`src/rtl/pacman_pkg.sv`:
```
// Shared definitions for the Pacman controller: keypad key indices and the
// scanner state encoding, plus a priority helper used on the key snapshot.
package pacman_pkg;

    // Direction keys as row*4+col indices on the 4x4 matrix
    localparam logic [3:0] KEY_UP    = 4'd1;
    localparam logic [3:0] KEY_LEFT  = 4'd4;
    localparam logic [3:0] KEY_RIGHT = 4'd6;
    localparam logic [3:0] KEY_DOWN  = 4'd9;

    typedef enum logic [1:0] {
        SCAN    = 2'd0,
        CONFIRM = 2'd1,
        HELD    = 2'd2,
        RELEASE = 2'd3
    } scan_state_t;

    function automatic logic [3:0] lowest_set(input logic [15:0] v);
        logic [3:0] idx;
        idx = 4'd0;
        for (int i = 15; i >= 0; i--) begin
            if (v[i]) idx = 4'(i);
        end
        return idx;
    endfunction

endpackage

```
`src/rtl/sync_2ff.sv`:
```
// Two-flop synchronizer for a bus of independent asynchronous levels;
// resets to all ones so idle pulled-up inputs read as inactive.
module sync_2ff #(
    parameter int W = 4
) (
    input  logic         clk,
    input  logic         rst,
    input  logic [W-1:0] d,
    output logic [W-1:0] q
);

    logic [W-1:0] meta_q;
    logic [W-1:0] sync_q;

    always_ff @(posedge clk or posedge rst) begin
        if (rst) begin
            meta_q <= '1;
            sync_q <= '1;
        end else begin
            meta_q <= d;
            sync_q <= meta_q;
        end
    end

    assign q = sync_q;

endmodule

```
`src/rtl/keypad_scanner.sv`:
```
// 4x4 matrix keypad scanner: rotates an active-low column drive, snapshots the
// rows once per full scan and debounces the lowest pressed key into clean events.
module keypad_scanner
    import pacman_pkg::*;
#(
    parameter int DWELL_CYCLES   = 1000,
    parameter int DEBOUNCE_SCANS = 4
) (
    input  logic       clk,
    input  logic       rst,
    input  logic [3:0] rows,
    output logic [3:0] cols,
    output logic [3:0] key_code,
    output logic       key_valid,
    output logic       key_down
);

    localparam int DW = (DWELL_CYCLES > 1) ? $clog2(DWELL_CYCLES) : 1;
    localparam int CW = $clog2(DEBOUNCE_SCANS + 1);
    localparam logic [DW-1:0] DWELL_LAST = DW'(DWELL_CYCLES - 1);
    localparam logic [CW-1:0] CNT_MAX    = CW'(DEBOUNCE_SCANS);

    logic [3:0]    rows_sync;

    logic [DW-1:0] dwell_q, dwell_d;
    logic [3:0]    cols_q, cols_d;
    logic [1:0]    col_idx_q, col_idx_d;
    logic [15:0]   snapshot_q, snapshot_d;
    logic          eval_q, eval_d;

    scan_state_t   state_q, state_d;
    logic [3:0]    cand_q, cand_d;
    logic [CW-1:0] cnt_q, cnt_d;
    logic [3:0]    key_code_q, key_code_d;
    logic          key_valid_q, key_valid_d;
    logic          key_down_q, key_down_d;

    logic          dwell_term;
    logic          hit;
    logic [3:0]    cand_now;
    logic          cand_on;
    logic [CW-1:0] cnt_inc;

    sync_2ff #(.W(4)) u_row_sync (
        .clk (clk),
        .rst (rst),
        .d   (rows),
        .q   (rows_sync)
    );

    assign dwell_term = (dwell_q == DWELL_LAST);

    // Column ring and snapshot; the rows have had the whole dwell to settle
    // through the synchronizer before they are latched at terminal count.
    always_comb begin
        dwell_d    = dwell_q + DW'(1);
        cols_d     = cols_q;
        col_idx_d  = col_idx_q;
        snapshot_d = snapshot_q;
        eval_d     = 1'b0;
        if (eval_q) snapshot_d = '0;
        if (dwell_term) begin
            dwell_d = '0;
            for (int r = 0; r < 4; r++) begin
                snapshot_d[{2'(r), col_idx_q}] = ~rows_sync[r];
            end
            cols_d    = {cols_q[2:0], cols_q[3]};
            col_idx_d = col_idx_q + 2'd1;
            eval_d    = (col_idx_q == 2'd3);
        end
    end

    assign hit      = |snapshot_q;
    assign cand_now = lowest_set(snapshot_q);
    assign cand_on  = snapshot_q[cand_q];
    assign cnt_inc  = (cnt_q == CNT_MAX) ? cnt_q : cnt_q + CW'(1);

    always_comb begin
        state_d     = state_q;
        cand_d      = cand_q;
        cnt_d       = cnt_q;
        key_code_d  = key_code_q;
        key_valid_d = 1'b0;
        key_down_d  = key_down_q;
        if (eval_q) begin
            case (state_q)
                SCAN: begin
                    if (hit) begin
                        cand_d = cand_now;
                        cnt_d  = CW'(1);
                        if (DEBOUNCE_SCANS == 1) begin
                            key_code_d  = cand_now;
                            key_valid_d = 1'b1;
                            key_down_d  = 1'b1;
                            cnt_d       = '0;
                            state_d     = HELD;
                        end else begin
                            state_d = CONFIRM;
                        end
                    end
                end
                CONFIRM: begin
                    if (cand_on) begin
                        cnt_d = cnt_inc;
                        if (cnt_inc == CNT_MAX) begin
                            key_code_d  = cand_q;
                            key_valid_d = 1'b1;
                            key_down_d  = 1'b1;
                            cnt_d       = '0;
                            state_d     = HELD;
                        end
                    end else begin
                        cnt_d   = '0;
                        state_d = SCAN;
                    end
                end
                HELD: begin
                    // Only the accepted key matters here; others wait for SCAN.
                    if (!cand_on) begin
                        cnt_d = CW'(1);
                        if (DEBOUNCE_SCANS == 1) begin
                            key_down_d = 1'b0;
                            cnt_d      = '0;
                            state_d    = SCAN;
                        end else begin
                            state_d = RELEASE;
                        end
                    end
                end
                RELEASE: begin
                    if (!cand_on) begin
                        cnt_d = cnt_inc;
                        if (cnt_inc == CNT_MAX) begin
                            key_down_d = 1'b0;
                            cnt_d      = '0;
                            state_d    = SCAN;
                        end
                    end else begin
                        cnt_d   = '0;
                        state_d = HELD;
                    end
                end
                default: state_d = SCAN;
            endcase
        end
    end

    always_ff @(posedge clk or posedge rst) begin
        if (rst) begin
            dwell_q     <= '0;
            cols_q      <= 4'b1110;
            col_idx_q   <= 2'd0;
            snapshot_q  <= '0;
            eval_q      <= 1'b0;
            state_q     <= SCAN;
            cand_q      <= 4'd0;
            cnt_q       <= '0;
            key_code_q  <= 4'd0;
            key_valid_q <= 1'b0;
            key_down_q  <= 1'b0;
        end else begin
            dwell_q     <= dwell_d;
            cols_q      <= cols_d;
            col_idx_q   <= col_idx_d;
            snapshot_q  <= snapshot_d;
            eval_q      <= eval_d;
            state_q     <= state_d;
            cand_q      <= cand_d;
            cnt_q       <= cnt_d;
            key_code_q  <= key_code_d;
            key_valid_q <= key_valid_d;
            key_down_q  <= key_down_d;
        end
    end

    assign cols      = cols_q;
    assign key_code  = key_code_q;
    assign key_valid = key_valid_q;
    assign key_down  = key_down_q;

endmodule

```
`config.mk`:
```
export PLATFORM = sky130hd
export DESIGN_NAME = keypad_scanner
export DESIGN_NICKNAME = d
export VERILOG_FILES = /design/src/rtl/pacman_pkg.sv /design/src/rtl/sync_2ff.sv /design/src/rtl/keypad_scanner.sv
export SDC_FILE = /design/constraint.sdc
export NUM_CORES = 1
export LEC_CHECK = 0
export CAP_MARGIN = 5
export CORE_ASPECT_RATIO = 1.2
export CORE_MARGIN = 3
export CORE_UTILIZATION = 46
export CTS_BUF_LIST = sky130_fd_sc_hd__clkbuf_8
export CTS_CLUSTER_SIZE = 20
export DETAILED_ROUTE_END_ITERATION = 16
export GPL_TIMING_DRIVEN = 0
export PLACE_DENSITY = 0.65
export SLEW_MARGIN = 20
export SYNTH_ARGS = -nofsm -noshare
export SYNTH_HDL_FRONTEND = slang
export SYNTH_SLANG_ARGS = --single-unit
```
`constraint.sdc`:
```
create_clock -name clk -period 2.2 [get_ports clk]
set_input_delay 0.55 -clock clk [delete_from_list [all_inputs] [get_ports clk]]
set_output_delay 0.55 -clock clk [all_outputs]
set_load 0.01 [all_outputs]
```
; Yosys cells after proc, flatten, opt, wreduce, memory -nomap -nowiden
; Index checks and enable logic that the tools add are counted.
[op_classes]
n_addsub = 3
n_lt_le_gt_ge = 9
eq_ne = 15
muxes = 57
bitwise = 4
reduce_logical = 12
[ops]
columns = cell, n
row1 = $bwmux 16, 4
row2 = $mux 4, 16
row3 = $mux 16, 2
row4 = $mux 3, 6
row5 = $reduce_or 16->1, 1
row6 = $lt 4x5->1 const B, 3
row7 = $mux 1, 14
row8 = $mux 2, 6
row9 = $ne 2x2->1 const B, 6
row10 = $pmux 3 s4, 1
row11 = $add 10x1->10 const B, 1
row12 = $eq 10x10->1 const B, 1
row13 = $mux 10, 1
row14 = $demux 1 s2, 4
row15 = $ge 4x1->1 const B, 2
row16 = $pmux 2 s4, 1
row17 = $eq 2x2->1 const B, 3
row18 = $eq 3x3->1 const B, 2
row19 = $ne 3x3->1 const B, 2
row20 = $reduce_and 3->1, 2
row21 = $reduce_and 6->1, 1
row22 = $lt 2x5->1 const B, 1
row23 = $lt 3x5->1 const B, 1
row24 = $reduce_and 5->1, 1
row25 = 12 further kinds, 18
[totals]
ff_bits = 56
in_bits = 6
output_inout_bits = 10

; Longest topological paths before layout
[logic_depth]
ltp_word = 16
ltp_mapped = 7

; By module
; From an unflattened synthesis, not the netlist that was laid out.
[hier_totals]
cells_unflattened = 256
hier_area_um2 = 2733.9
[modules_own_cells]
columns = mod, instances, cells_each, area_each_um2, seq_area_each_um2
row1 = keypad_scanner, 1, 247, 2519.9, 1204.9
row2 = sync_2ff, 1, 9, 214.0, 210.2

; Worst setup path before layout
; Ideal clock, no wire load.
[synth_timing]
path_type = reg-to-reg
from = register cnt_q[0]
to = register key_code_q[0], in the netlist key_code[0]
arrival_time_ns = 1.946
t_required_ns = 2.073
slack_ns = 0.127
stages_incl_launch_ff = 8
path_buffers = 0
synth_period_minus_slack_ns = 2.073
cell_sequence = dfrtp_1 -> inv_1 -> ha_1 -> or3b_1 -> a211oi_1 -> o21ai_0 -> nand3b_4 -> mux2_1
[synth_between]
elab_chain_len = 4
word_cells_on_any_way = 5
classes_between = 1 x add/sub / 2 x eq/ne / 1 x mux / 1 x reduce/logical
[synth_lines]
columns = item, line_no
row1 = start: declaration, keypad_scanner.sv:33  ; logic [CW-1:0] cnt_q, cnt_d;
row2 = start signal: assignment, keypad_scanner.sv:169  ; cnt_q <= cnt_d;
row3 = $add 3x1->3 or $eq 3x3->1 (tied branches), keypad_scanner.sv:76  ; assign cnt_inc = (cnt_q == CNT_MAX) ? cnt_q : cnt_q + CW'(1);
row4 = $mux 3 *, keypad_scanner.sv:76
row5 = $eq 3x3->1 *, keypad_scanner.sv:105  ; if (cnt_inc == CNT_MAX) begin
row6 = $reduce_and 4->1 (no source line) *, -
row7 = end signal: assignment, keypad_scanner.sv:170  ; key_code_q <= key_code_d;
row8 = end: declaration, keypad_scanner.sv:34  ; logic [3:0] key_code_q, key_code_d;
; Every way passes the cells marked *; elsewhere a longest branch is shown, timed or not.
; A chain may end at the register's enable or synchronous reset.

; Worst setup path after layout
; Ends and elaborated chain as after synthesis.

==> flow_summary.toml <==
[drt]
wirelength_um = 4750
wl_per_cell_um = 13.9
route.vias.total = 1834
dr.pass1.iters = 4
wl_met2_um = 2280
viasPerCell = 5.38
drtIter0Drc = 67
route.met3.wl_um = 109
wl_met1_um = 2310
dr.max_layer_used = "met4"
postRouteAntennaNets = 0
route.detailed.drc = 0

[die]
fp.dieW_um = 75.8
die_area_sq_mm = 0.00680
io_pins = 16
fp.dieH_um = 89.7
initial_utilization = 0.490
core-area_sq_mm = 0.00548
rows = 29

[sta]
period_needed_ns = 2.08
rsz0062_at_grt = "false"
worst_slew_pin_slew_ns = 0.667
max_freq_mhz = 481
slew_viol_final = 0
whs_ns = 0.363
hold_violations = 0
finalSetupViolations = 0
maxSlewHeadroom = 0.556
setup_tns_ns = 0
finalClockSkew_ns = 0.00909
period_share = 0.945
fin_ws_ns = 0.122

[cells_and_area]
syn2layout_area_growth_pct = 14.2
diodes = 0
nNetsFinal = 276
final.fill_count = 482
utilization = 0.560
drive_gt1_frac = 0.155

[place]
port_buffers = 15
preCtsSetupSlack_ns = -0.143
place.gp.congestion = 0.806
hpwl_um = 3220

[logic_synthesis]
synth.distinct_cells = 46
ys_seq_area_frac = 0.527
avgSynthCellArea_sq_um = 11.2
synthFlopType = "dfrtp_1"
synthArstFlopShare = 1.00
netlist_instances = 240
synth_warnings = 0
synth_area_sq_mm = 0.00269
synth_seq_cells = 56
synth_nets = 253
synth-edff-count = 0

[pwr]
ir_drop_mv = 0.351
power_mw = 1.67
cellLeakagePower_nw = 1.31
p_per_area_mw_per_mm2 = 543

[clock_network]
cts.sinks = 56
cts_tree = "yes"
insertion_delay_ns = 0.31
clk_pin_slew_ns = 0.11
h-tree-depth = 2
clockRootBuffer = "clkbuf_8"
cts_buffer_depth = 2
numCtsBuffers = 5

[worst_setup_path]
arrival_ns = 2.29
cp_num_buf_inv = 1
crit_path_cell_trace = "inv_2, ha_2, or3b_1, a211oi_2, o21ai_2, nand3b_4, mux2_1"
slowest_stage = "dfrtp_2"
cpLargestDelayFamily = "simple AND/OR/NAND/NOR gates"
criticalPathCategory = "reg -> reg"
end_kind = "flip-flop"
cp_slowest_stage_delay_ns = 0.44
crit_required_ns = 2.41
setup.worst_path.start_class = "flip-flop"
cp_max_fo = 7

[global_routing]
grt_max_degree = 57
grt_usage = 0.150
grt_pass1_vias = 1738
grt.overflow.total = 0
antenna_found_initial = 0
grt_pass1_wl_um = 8200

[hold_path]
hp-class = "reg -> reg"

[outcome]
status = "finished, final reports clean"

[flow_run]
drv_cap = 0
-- area by class of cell --
cell class                      count  area [sq um]  area share
Timing Repair Buffer               16           158      0.0514
Inverter                           14          55.1      0.0180
Clock buffer                        5          68.8      0.0224
Sequential cell                    56          1420       0.462
Clock inverter                      3          26.3     0.00857
Buffer                              4          22.5     0.00734
Multi-Input combinational cell    166          1220       0.399
Tap cell                           77          96.3      0.0314
-- metal layers --
metal / global-route usage / up-vias
li1: - / 910
met1: 0.223 / 895
met4: 0.0510 / 0
met2: 0.215 / 25
met3: 0.0301 / 4
met5: 0 / -
-- timing repair --
| item | 4_1_cts | 5_1_grt |
|---|---|---|
| setup endpoints to repair | 16 | 7 |
| hold buffers | 0 | 0 |
| pin swaps | 0 | 1 |
| gates resized for setup | 5 | 4 |
| setup buffers | 0 | 1 |
| cloned | 0 | 0 |
-- final timing paths --
check	from	end	slack (ns)	cells after the start
max	cnt_q[0]	key_code[0]	0.12	7
min	u_row_sync.meta_q[2]	u_row_sync.q[2]	0.36	0
max reg2reg	cnt_q[0]	key_code[0]	0.12	7
min reg2reg	u_row_sync.meta_q[2]	u_row_sync.q[2]	0.36	0
max in group asynchronous	rst	cand_q[0]	1.05	2
min in group asynchronous	rst	dwell_q[3]	0.68	2
-- registers in the layout, summed over array words and instances (netlist names), named ones only --
| register | cells |
|---|---|
| cand_q | 4 |
| cols | 4 |
| key_code | 4 |
| key_valid | 1 |
| snapshot_q | 16 |
| col_idx_q | 2 |
| cnt_q | 3 |
| u_row_sync.q | 4 |
| state_q | 1 |
| eval_q | 1 |
| key_down | 1 |
| dwell_q | 10 |
| u_row_sync.meta_q | 4 |
-- Yosys cell counts (5+ instances only) --
master,count,area share
a21oi_1,6,0.011
dfrtp_1,45,0.42
dfstp_2,11,0.11
ha_1,7,0.033
inv_1,14,0.020
mux2_2,8,0.034
nand2_1,18,0.025
nand3_1,10,0.019
nand3b_1,15,0.042
nor2_1,15,0.021
o21ai_0,29,0.054
xnor2_1,5,0.016
-- stage by stage --
step | area, sq um | cells
CTS | 3050 | 340
global route | 3070 | 341
detailed placement | 2940 | 332
global placement | 2930 | 332
floorplan | 2690 | 240
finish | 3070 | 341
-- cells in the final DEF, fill, tap and decap left out, types with 5 or more instances in the layout --
cell	synthesis	final
o21ai_0	29	28
mux2_2	8	8
xnor2_1	5	5
nand3b_1	15	15
ha_1	7	6
clkbuf_8	0	5
dfstp_2	11	11
nand3_1	10	10
clkdlybuf4s50_1	0	15
a21oi_1	6	6
nand2_1	18	18
inv_1	14	12
nor2_1	15	15
dfrtp_1	45	43
-- cells by family after synthesis --
family	synth area share
DFF	0.527
buffers and inverters	0.0279
xor gates and xnor gates	0.0261
muxes	0.0927
and+or+nand+nor	0.176
adders and majority gates	0.0326
AOI/OAI and AO/OA	0.118
-- power by group --
part | internal [mW] | total [mW] | switching, mW | leakage [nW]
clock | 0.233 | 0.591 | 0.358 | 0.0487
combinational | 0.00808 | 0.0282 | 0.0201 | 0.534
sequential | 1.04 | 1.05 | 0.00469 | 0.726
-- worst register-to-register path, stage by stage (launching register included) --
cell and delay, ns:
dfrtp_2 0.44, inv_2 0.08, ha_2 0.22, or3b_1 0.38, a211oi_2 0.21, o21ai_2 0.11
nand3b_4 0.21, mux2_1 0.33
(Power assumes the default switching activity.)
